**src/rtl/x2050_tshift_seq.sv**
```systemverilog
// Multi-step sequencer that repeats one AL shift function N times on the T/F/Q datapath.
// Optional step counter output o_steps is enabled by defining X2050_TSHIFT_STEPCNT_EN.
module x2050_tshift_seq #(
    parameter int CNT_W         = 6,
    parameter int NORM_NIBBLE_W = 4
) (
    input  logic             i_clk,
    input  logic             i_reset,
    input  logic [4:0]       i_al_ros,
    input  logic             i_ros_advance,
    input  logic             i_start,
    input  logic [4:0]       i_func,
    input  logic [CNT_W-1:0] i_count,
    input  logic             i_norm,
    input  logic             i_hold,
    input  logic [31:0]      i_t_reg,
    output logic [4:0]       o_al,
    output logic             o_advance,
    output logic             o_busy,
    output logic             o_done,
    output logic [CNT_W-1:0] o_remain,
    output logic             o_norm_hit,
    output logic [1:0]       o_state
`ifdef X2050_TSHIFT_STEPCNT_EN
    ,
    output logic [CNT_W-1:0] o_steps
`endif
);

    localparam logic [1:0] S_IDLE = 2'd0;
    localparam logic [1:0] S_RUN  = 2'd1;
    localparam logic [1:0] S_DONE = 2'd2;

    localparam logic [CNT_W-1:0] CNT_ZERO = '0;
    localparam logic [CNT_W-1:0] CNT_ONE  = CNT_W'(1);

    logic [1:0]       r_state;
    logic [4:0]       r_func;
    logic [CNT_W-1:0] r_remain;
    logic             r_norm;
    logic             r_norm_hit;

    logic w_run;
    logic w_norm_cond;
    logic w_step;
    logic w_unused;

    assign w_run       = (r_state == S_RUN);
    assign w_norm_cond = r_norm & (|i_t_reg[31:32-NORM_NIBBLE_W]);
    // Advance is gated by reset so an aborted run never issues one more step.
    assign w_step      = w_run & i_reset & ~i_hold & ~w_norm_cond;
    assign w_unused    = ^i_t_reg[31-NORM_NIBBLE_W:0];

    always_comb begin
        o_al      = i_al_ros;
        o_advance = i_ros_advance;
        if (r_state != S_IDLE) begin
            o_al      = r_func;
            o_advance = w_step;
        end
    end

    assign o_busy     = (r_state != S_IDLE);
    assign o_done     = (r_state == S_DONE);
    assign o_remain   = r_remain;
    assign o_norm_hit = r_norm_hit;
    assign o_state    = r_state;

    always_ff @(posedge i_clk) begin
        if (!i_reset) begin
            r_state    <= S_IDLE;
            r_func     <= 5'd0;
            r_remain   <= CNT_ZERO;
            r_norm     <= 1'b0;
            r_norm_hit <= 1'b0;
        end else begin
            case (r_state)
                S_IDLE: begin
                    if (i_start) begin
                        r_func     <= i_func;
                        r_remain   <= i_count;
                        r_norm     <= i_norm;
                        r_norm_hit <= 1'b0;
                        r_state    <= (i_count != CNT_ZERO) ? S_RUN : S_DONE;
                    end
                end
                S_RUN: begin
                    if (w_norm_cond) begin
                        r_norm_hit <= 1'b1;
                        r_state    <= S_DONE;
                    end else if (r_remain == CNT_ZERO) begin
                        r_state <= S_DONE;
                    end else if (!i_hold) begin
                        r_remain <= r_remain - CNT_ONE;
                        if (r_remain == CNT_ONE) begin
                            r_state <= S_DONE;
                        end
                    end
                end
                S_DONE: begin
                    r_state <= S_IDLE;
                end
                default: begin
                    r_state <= S_IDLE;
                end
            endcase
        end
    end

`ifdef X2050_TSHIFT_STEPCNT_EN
    logic [CNT_W-1:0] r_steps;

    always_ff @(posedge i_clk) begin
        if (!i_reset) begin
            r_steps <= CNT_ZERO;
        end else if ((r_state == S_IDLE) && i_start) begin
            r_steps <= CNT_ZERO;
        end else if (w_step && (r_remain != CNT_ZERO)) begin
            r_steps <= r_steps + CNT_ONE;
        end
    end

    assign o_steps = r_steps;
`endif

endmodule

```
**config.mk**
```make
export PLATFORM = sky130hd
export DESIGN_NAME = x2050_tshift_seq
export DESIGN_NICKNAME = d
export VERILOG_FILES = /design/src/rtl/x2050_tshift_seq.sv
export SDC_FILE = /design/constraint.sdc
export NUM_CORES = 1
export LEC_CHECK = 0
export CAP_MARGIN = 10
export CORE_MARGIN = 2
export CORE_UTILIZATION = 30
export CTS_CLUSTER_SIZE = 25
export DETAILED_ROUTE_END_ITERATION = 12
export GPL_TIMING_DRIVEN = 0
export PLACE_DENSITY = 0.76
export SYNTH_ARGS = -nofsm -noshare
export SYNTH_HDL_FRONTEND = slang
export SYNTH_SLANG_ARGS = --single-unit
```
**constraint.sdc**
```tcl
create_clock -name i_clk -period 1.5 [get_ports i_clk]
set_input_delay 0.3 -clock i_clk [delete_from_list [all_inputs] [get_ports i_clk]]
set_output_delay 0.3 -clock i_clk [all_outputs]
set_load 0.005 [all_outputs]
```
Word-level counts from Yosys, hierarchy flattened --
Cells that the tools add are included. Widths: inputs -> output; s select.
Storage, ports and cells: word-level logic and storage cells 49, register bits after elaboration 15, bits of input ports 54
Operators by class: bitwise gates (word level) 6, reductions and logical operators 10, add/subtract/negate cells 1, mux-type cells 17, equal/unequal tests 10
Operators by type and width (number):
- $mux 6 | 4
- $mux 2 | 6
- $pmux 6 s2 | 1
- $ne 2x2->1 const B | 4
- $eq 6x1->1 const B | 1
- $logic_not 6->1 | 1
- $reduce_and 3->1 | 2
- $reduce_bool 6->1 | 1
- $sub 6x1->6 const B | 1
- $mux 5 | 1
- $reduce_and 5->1 | 1
- $and 1x1->1 | 4
- $ne 4x1->1 const B | 1
- $ne 4x2->1 const B | 1
- $pmux 2 s2 | 1
- $reduce_bool 2->1 | 2
- $reduce_or 4->1 | 1
- $mux 1 | 3
- $eq 2x1->1 const B | 1
- $eq 2x2->1 const B | 1
- $logic_not 2->1 | 1
- $ne 2x1->1 const B | 1
- $not 1->1 | 2
- $pmux 1 s2 | 1
- $reduce_and 2->1 | 1

Longest topological paths before layout --
depth in word-level cells 6, depth in mapped cells 6

Least setup slack after synthesis --
Ideal clock, no wire load.
kind register to register, start reg r_remain[5], in the netlist o_remain[5], end reg r_remain[0], in the netlist o_remain[0], data arrival time 1.534 ns, clock period less this slack 1.653 ns, path slack -0.153 ns, cell stages (with the launch flop) 5, setup time 0.119 ns, data required time 1.381 ns, cell sequence dfxtp_1 > or4_4 > o32ai_4 > nor3_1 > o221a_2
Between the ends: longest elaborated chain between the ends 3
Ends and longest elaborated chain:
- from (decl) | RTL line 39 | logic [CNT_W-1:0] r_remain;
- from (signal assigned) | RTL line 81 | r_remain <= i_count;
- from (signal assigned) | RTL line 94 | r_remain <= r_remain - CNT_ONE;
- $logic_not 6->1 | RTL line 91 | end else if (r_remain == CNT_ZERO) begin
- $ne 2x2->1 (no line)
- $reduce_and 5->1 (no line)
Every way passes these cells. A chain may end at the register's enable or synchronous reset.

Final worst setup path --
start reg r_remain[3], in the netlist o_remain[3], end reg r_remain[0], in the netlist o_remain[0]
The elaborated chain is that of the path after synthesis.

==> flow_metrics.py <==
metrics = {
    "power_and_ir_drop": {
        "peakVddDrop_mv": 0.355,
        "pwr-share-clk": 0.147,
        "comb_power_share": 0.538,
        "p_leak_nw": 0.766,
        "powerDensity_nw_per_um2": 926,
        "swShare": 0.349,
        "seqPwrFrac": 0.315,
        "internal_power_mw": 1.04,
        "p_switching_mw": 0.558,
        "power_mw": 1.60,
    },
    "yosys": {
        "synth-edff-count": 0,
        "yosysUniqueCellTypes": 33,
        "synthTopCellsByArea": "dfxtp_1 33%, nand2_1 7.3%, a21oi_1 7.0%",
        "ys_seq_area_frac": 0.325,
        "syn_area_per_cell_um2": 8.17,
        "synth_fp_nets": 170,
        "synthArstFlopShare": 0,
        "synth_top_area_frac": 0.325,
        "synth_top_area_cell": "dfxtp_1",
        "syn_area_um2": 923,
        "yosys_warnings": 0,
        "synth-seq-cells": 15,
        "synth_ff_type": "dfxtp_1",
        "syn_inst": 113,
    },
    "placed_design": {
        "gp_congestion": 0.813,
        "port_buffers": 41,
        "dp_slack_ns": -0.821,
        "dp_hpwl_um": 2170,
        "placed_cells": 187,
    },
    "worst_setup_path": {
        "critical_path_peak_fanout": 5,
        "critPathTopFamily": "simple AND/OR/NAND/NOR gates",
        "path_depth": 5,
        "slowest_stage": "or4_4",
        "path_class": "reg -> reg",
        "cp.required_ns": 1.68,
        "critPathBufInv": 1,
        "worstPathArrival_ns": 1.97,
        "ff2ff_path_depth": 5,
        "cp-start-kind": "register",
        "crit_chain": "or4_4 > o32ai_4 > buf_6 > nor3_2 > o221a_4",
        "worstSetupEndpointType": "register",
        "slowest_delay_ns": 0.57,
    },
    "final_layout": {
        "ff_latch_area_um2": 323,
        "mostFrequentLayoutCell": "clkdlybuf4s50_1",
        "stdcell_count": 211,
        "fill_cells": 249,
        "multi_input_area_um2": 694,
        "drive_gt1_frac": 0.410,
        "layout_common_cells": "22 x clkdlybuf4s50_1, 18 x nand2_1, 15 x buf_4, 13 x buf_6, 11 x a21oi_1",
        "n_antenna_cell": 0,
        "fin_nets": 236,
        "synthToLayoutAreaGrowth_pct": 87.0,
    },
    "global_route": {
        "grt_pass1_vias": 1101,
        "grt_pass1_wl_um": 5010,
        "grt_max_degree": 11,
        "gr-total-overflow": 0,
        "antenna_found_initial": 0,
        "grt_use_total": 0.187,
    },
    "routing": {
        "drc": 0,
        "drt_iter0_markers": 51,
        "viasPerCell": 5.30,
        "vias": 1118,
        "first_pass_iters": 4,
        "routed_wl_um": 3490,
        "postRouteAntennaNets": 0,
        "wl_per_cell_um": 16.5,
    },
    "clock_network": {
        "cts_tree": "done",
        "clk_path_buf_depth": 2,
        "numCtsBuffers": 3,
        "clock-sinks": 15,
        "h-tree-depth": 1,
        "clkTransAtPathRegs_ns": 0.10,
        "postCtsHoldBufs": 0,
        "clk_latency_ns": 0.28,
        "clock-root-buffer": "clkbuf_4",
    },
    "sta": {
        "slew_headroom": 0.634,
        "tns_ns": -2.53,
        "hold_viol_final": 0,
        "period_share": 1.19,
        "fmax_mhz": 558,
        "layout_setup_ws_ns": -0.292,
        "rsz0062_at_grt": "true",
        "finalCriticalPeriod_ns": 1.79,
        "maxSlewViolCount": 0,
        "max_slew.worst_pin.slew_ns": 0.549,
        "timing.hold.ws_ns": 0.336,
        "setup_viol": 12,
        "finClkSkew_ns": 0.00406,
    },
    "worst_hold_path": {
        "min_path_cells": 2,
        "hp-class": "in -> reg",
    },
    "floorplanning": {
        "coreArea_um2": 2980,
        "chipWidth_um": 59.5,
        "initial_core_util": 0.310,
        "ioPinCount": 71,
        "rows": 20,
        "dieArea_um2": 3540,
        "dieHeight_um": 59.5,
    },
    "job": {
        "cap_viol_max_count": 0,
    },
    "run_status": {
        "violations": "setup timing",
        "run_status": "finished, violations left",
    },
}
==> cell families after synthesis <==
logic type                 count (synthesis)  share of synthesized area
AOI/OAI and AO/OA                         27                      0.217
adders and majority gates                  3                     0.0407
buffers and inverters                     12                     0.0583
DFF                                       15                      0.325
muxes                                      6                     0.0718
and+or+nand+nor                           50                      0.287
==> what timing repair did <==
action                     CTS  global route
resized for setup           76            22
buffers inserted            15             8
setup endpoints to repair   20            19
pin swaps                   11            12
==> worst register-to-register path, delay by kind of cell (launching register included) <==
family,cells,cell delay [ns]
buf+inv,1,0.16
compound gates,2,0.58
simple gates,2,0.61
flops,1,0.34
==> metal layers <==
metal	global-route usage	vias to the layer above	part of all wire
li1	-	533	-
met5	0	-	0
met3	0.00655	2	0.031
met4	0.0682	0	0.0060
met1	0.238	553	0.42
met2	0.331	30	0.54
==> Yosys cell counts, types with 3 or more instances <==
| library cell | count |
|---|---|
| a21oi_1 | 13 |
| and2_1 | 3 |
| o32ai_1 | 4 |
| ha_1 | 3 |
| nand2_1 | 18 |
| nor2_1 | 9 |
| mux2_2 | 5 |
| inv_1 | 7 |
| dfxtp_1 | 15 |
| nor3_1 | 7 |
| nor2b_1 | 3 |
==> registers in the layout (all words and copies together) (netlist names) <==
signal      flops
r_norm          1
o_remain        6
o_norm_hit      1
r_func          5
o_state         2
==> power groups by stage <==
stage          Sequential [mW]  Clock (mW)  Combinational, mW
2_1_floorplan            0.495           0              0.347
3_3_place_gp             0.500           0              0.596
3_5_place_dp             0.502           0              0.613
4_1_cts                  0.496       0.242              0.773
5_1_grt                  0.510       0.263              0.913
6_report                 0.504       0.235              0.860
==> metrics by stage <==
stage,utilization,cell area (µm²)
final,0.580,1730
after global routing,0.580,1730
after CTS,0.549,1640
after detailed placement,0.471,1400
after global placement,0.471,1400
after floorplan,-,951
==> worst paths after layout <==
path         slack, ns                startpoint                        to
min               0.34                   i_reset   o_state[0]$_SDFFE_PN0P_
max reg2reg      -0.29  o_remain[3]$_SDFFE_PN0P_  o_remain[0]$_SDFFE_PN0P_
min reg2reg       0.47    r_func[2]$_SDFFE_PN0P_    r_func[2]$_SDFFE_PN0P_
max              -0.29  o_remain[3]$_SDFFE_PN0P_  o_remain[0]$_SDFFE_PN0P_
==> area by class of cell <==
class / count / area share
Inverter: 7 / 0.0152
Timing Repair Buffer: 63 / 0.342
Clock buffer: 3 / 0.0130
Sequential cell: 15 / 0.187
Clock inverter: 1 / 0.00290
Buffer: 3 / 0.0138
Multi-Input combinational cell: 86 / 0.402
Tap cell: 33 / 0.0239
Power figures use the tool's default switching activity.
==> RTL edit: new RTL, config.mk and constraints unchanged <==
Change the parameter `NORM_NIBBLE_W` from 4 to 5.
--- a/src/rtl/x2050_tshift_seq.sv
+++ b/src/rtl/x2050_tshift_seq.sv
@@ -2,7 +2,7 @@
 // Optional step counter output o_steps is enabled by defining X2050_TSHIFT_STEPCNT_EN.
 module x2050_tshift_seq #(
     parameter int CNT_W         = 6,
-    parameter int NORM_NIBBLE_W = 4
+    parameter int NORM_NIBBLE_W = 5
 ) (
     input  logic             i_clk,
     input  logic             i_reset,
Check against the original RTL: not equivalent (a bounded check fails within 4 cycles, from zero or initial values and one cycle with i_reset low).
==> RTL edit against the original RTL <==
- the flow still finishes with violations (negative setup slack)
- total power decreased by 4.2%
- first-iteration DRC count decreased by 9.8%
- area after synthesis decreased by 1.2%
- sequential cell count unchanged
- clock power increased by 13%
- setup slack got worse by 55 ps
- maximum frequency decreased by 3.0%
- cell area increased by 4.2%
- routed wire length increased by 16%
- critical path type is now in2out
- largest power group unchanged
==> RTL edit: results (changes against the original RTL) <==
hold endpoint=o_remain[3]; Synth Net Count=166 (-2.4%); number of global-route vias before repair=1,172 (+6.4%); Relative slew margins=53.05% (-10 points); crit path max fanout=2 (-3); Clk Latency, worst-skew pair=320 ps (+40 ps); Leak=0.0008179 uW (+6.8%); reg2reg start=o_state[1]; Clock H-tree levels=1 (unchanged); register area share after synthesis=32.92% (+0.40 points); layout net count=231 (-2.1%); Unique masters post-synth=39 (+18%); max FFs per register=6 (unchanged); outcome=finished with violations; routability congestion estimate=0.8562 (+5.4%); ys async rst share=0% (unchanged); share of layout cells above drive strength 1=45.66% (+4.7 points); Max Clock Skew=8.241 ps (+4.181 ps); largest net degree at the start of global routing=11 (unchanged); failing checks=negative setup slack; family with the most delay on the worst path=simple AND/OR/NAND/NOR gates; DP HPWL=2110 um (-2.9%); Switching Fraction=36.74% (+1.8 points); VDD IR max=0.0005089 V (+43%); comb pwr=759 uW (-12%); Seq pwr share=33.0% (+1.5 points); Hold/Removal Path Class=in2reg; CP peak stage delay=540 ps (-30 ps); Worst Setup Slack, final=-346.8 ps (-54.54 ps); crit path from=i_t_reg[29]; reg-to-reg slack, setup=-190 ps (+100 ps); initial drt markers=46 (-9.8%); vias post-DR=1,170 (+4.7%); number of antenna diodes=0 (unchanged); hold path startpoint=i_count[3]; Setup WS pre-CTS=-1194 ps (-373.1 ps); CTS max path bufs=2 (unchanged); Finish-stage setup viols=22 (+10); largest cells by area after synthesis=dfxtp_1, nand2_1, mux2_2, a21oi_1, ha_1; Avg WL per Cell=19.66 um (+19%); I/O Buffers=43 (+4.9%); worst-case reg-to-reg path depth=7 (+2); most instantiated cells after synthesis=nand2_1, dfxtp_1, a21oi_1, mux2_2; CP max-delay cell=or4_4; All-Layer GR Usage=20.00% (+1.3 points); cell area after placement=1384 sq um (-1.3%); Hold Worst Slack=331.4 ps (-4.702 ps); Yosys Warn Count=0 (unchanged); worst hold stages=3 (+1); Primary FF master, synth=dfxtp_1; Reg-to-Reg End=o_remain[3]; first-pass GRT wire length=5368 um (+7.2%)
-- RTL edit: how the worst max path moves through the flow --
stage	endpoint	slack (ps)	cells after the start
3_5_place_dp	o_advance	-1190	6
3_3_place_gp	o_advance	-1170	6
4_1_cts	o_advance	-300	6
6_report	o_advance	-350	6
2_1_floorplan	o_advance	-160	4
5_1_grt	o_advance	-380	6
-- RTL edit: layer usage --
metal	GRT usage, %	part of all wire, %	vias up
li1	-	-	527
met1	24.50	39	566
met2	33.81	52	62
met3	3.275	5.1	15
met4	9.740	3.6	0
met5	0	0	-
-- RTL edit: worst min-delay path, cell delays in order --
cell and delay, ps:
dlymetal6s2s_1 150, nand2_1 70, a31oi_1 90
-- RTL edit: cells by family after synthesis --
family / Yosys count / synth area share, %
and+or+nand+nor: 48 / 28.67
AOI/OAI and AO/OA: 29 / 23.60
DFF: 15 / 32.92
buffers and inverters: 8 / 3.428
muxes: 6 / 7.270
adders and majority gates: 3 / 4.116
-- RTL edit: final cells by class --
class                      count  area (sq um)
inverter                       4         15.01
multi-input combinational     86         752.0
clock inverter                 1         5.005
tap                           33         41.29
buffer                         4         28.78
timing repair buffer          60         603.1
sequential                    15         331.6
fill                         233          1179
clock buffer                   3         22.52
-- RTL edit: repair_timing --
item / 4_1_cts / 5_1_grt
setup endpoints to repair: 31 / 31
gates resized for setup: 87 / 47
gates cloned: 0 / 1
buffers inserted: 11 / 9
pin swaps: 12 / 23
-- RTL edit: per-stage QoR --
stage	utilization (%)	power [uW]	TNS [ps]	cells
floorplan	-	745.3	-159.5	109
global placement	46.47	981.7	-8353	185
detailed placement	46.47	998.8	-8932	185
CTS	53.87	1371	-1347	200
global route	60.42	1590	-4143	206
finish	60.42	1532	-3332	206
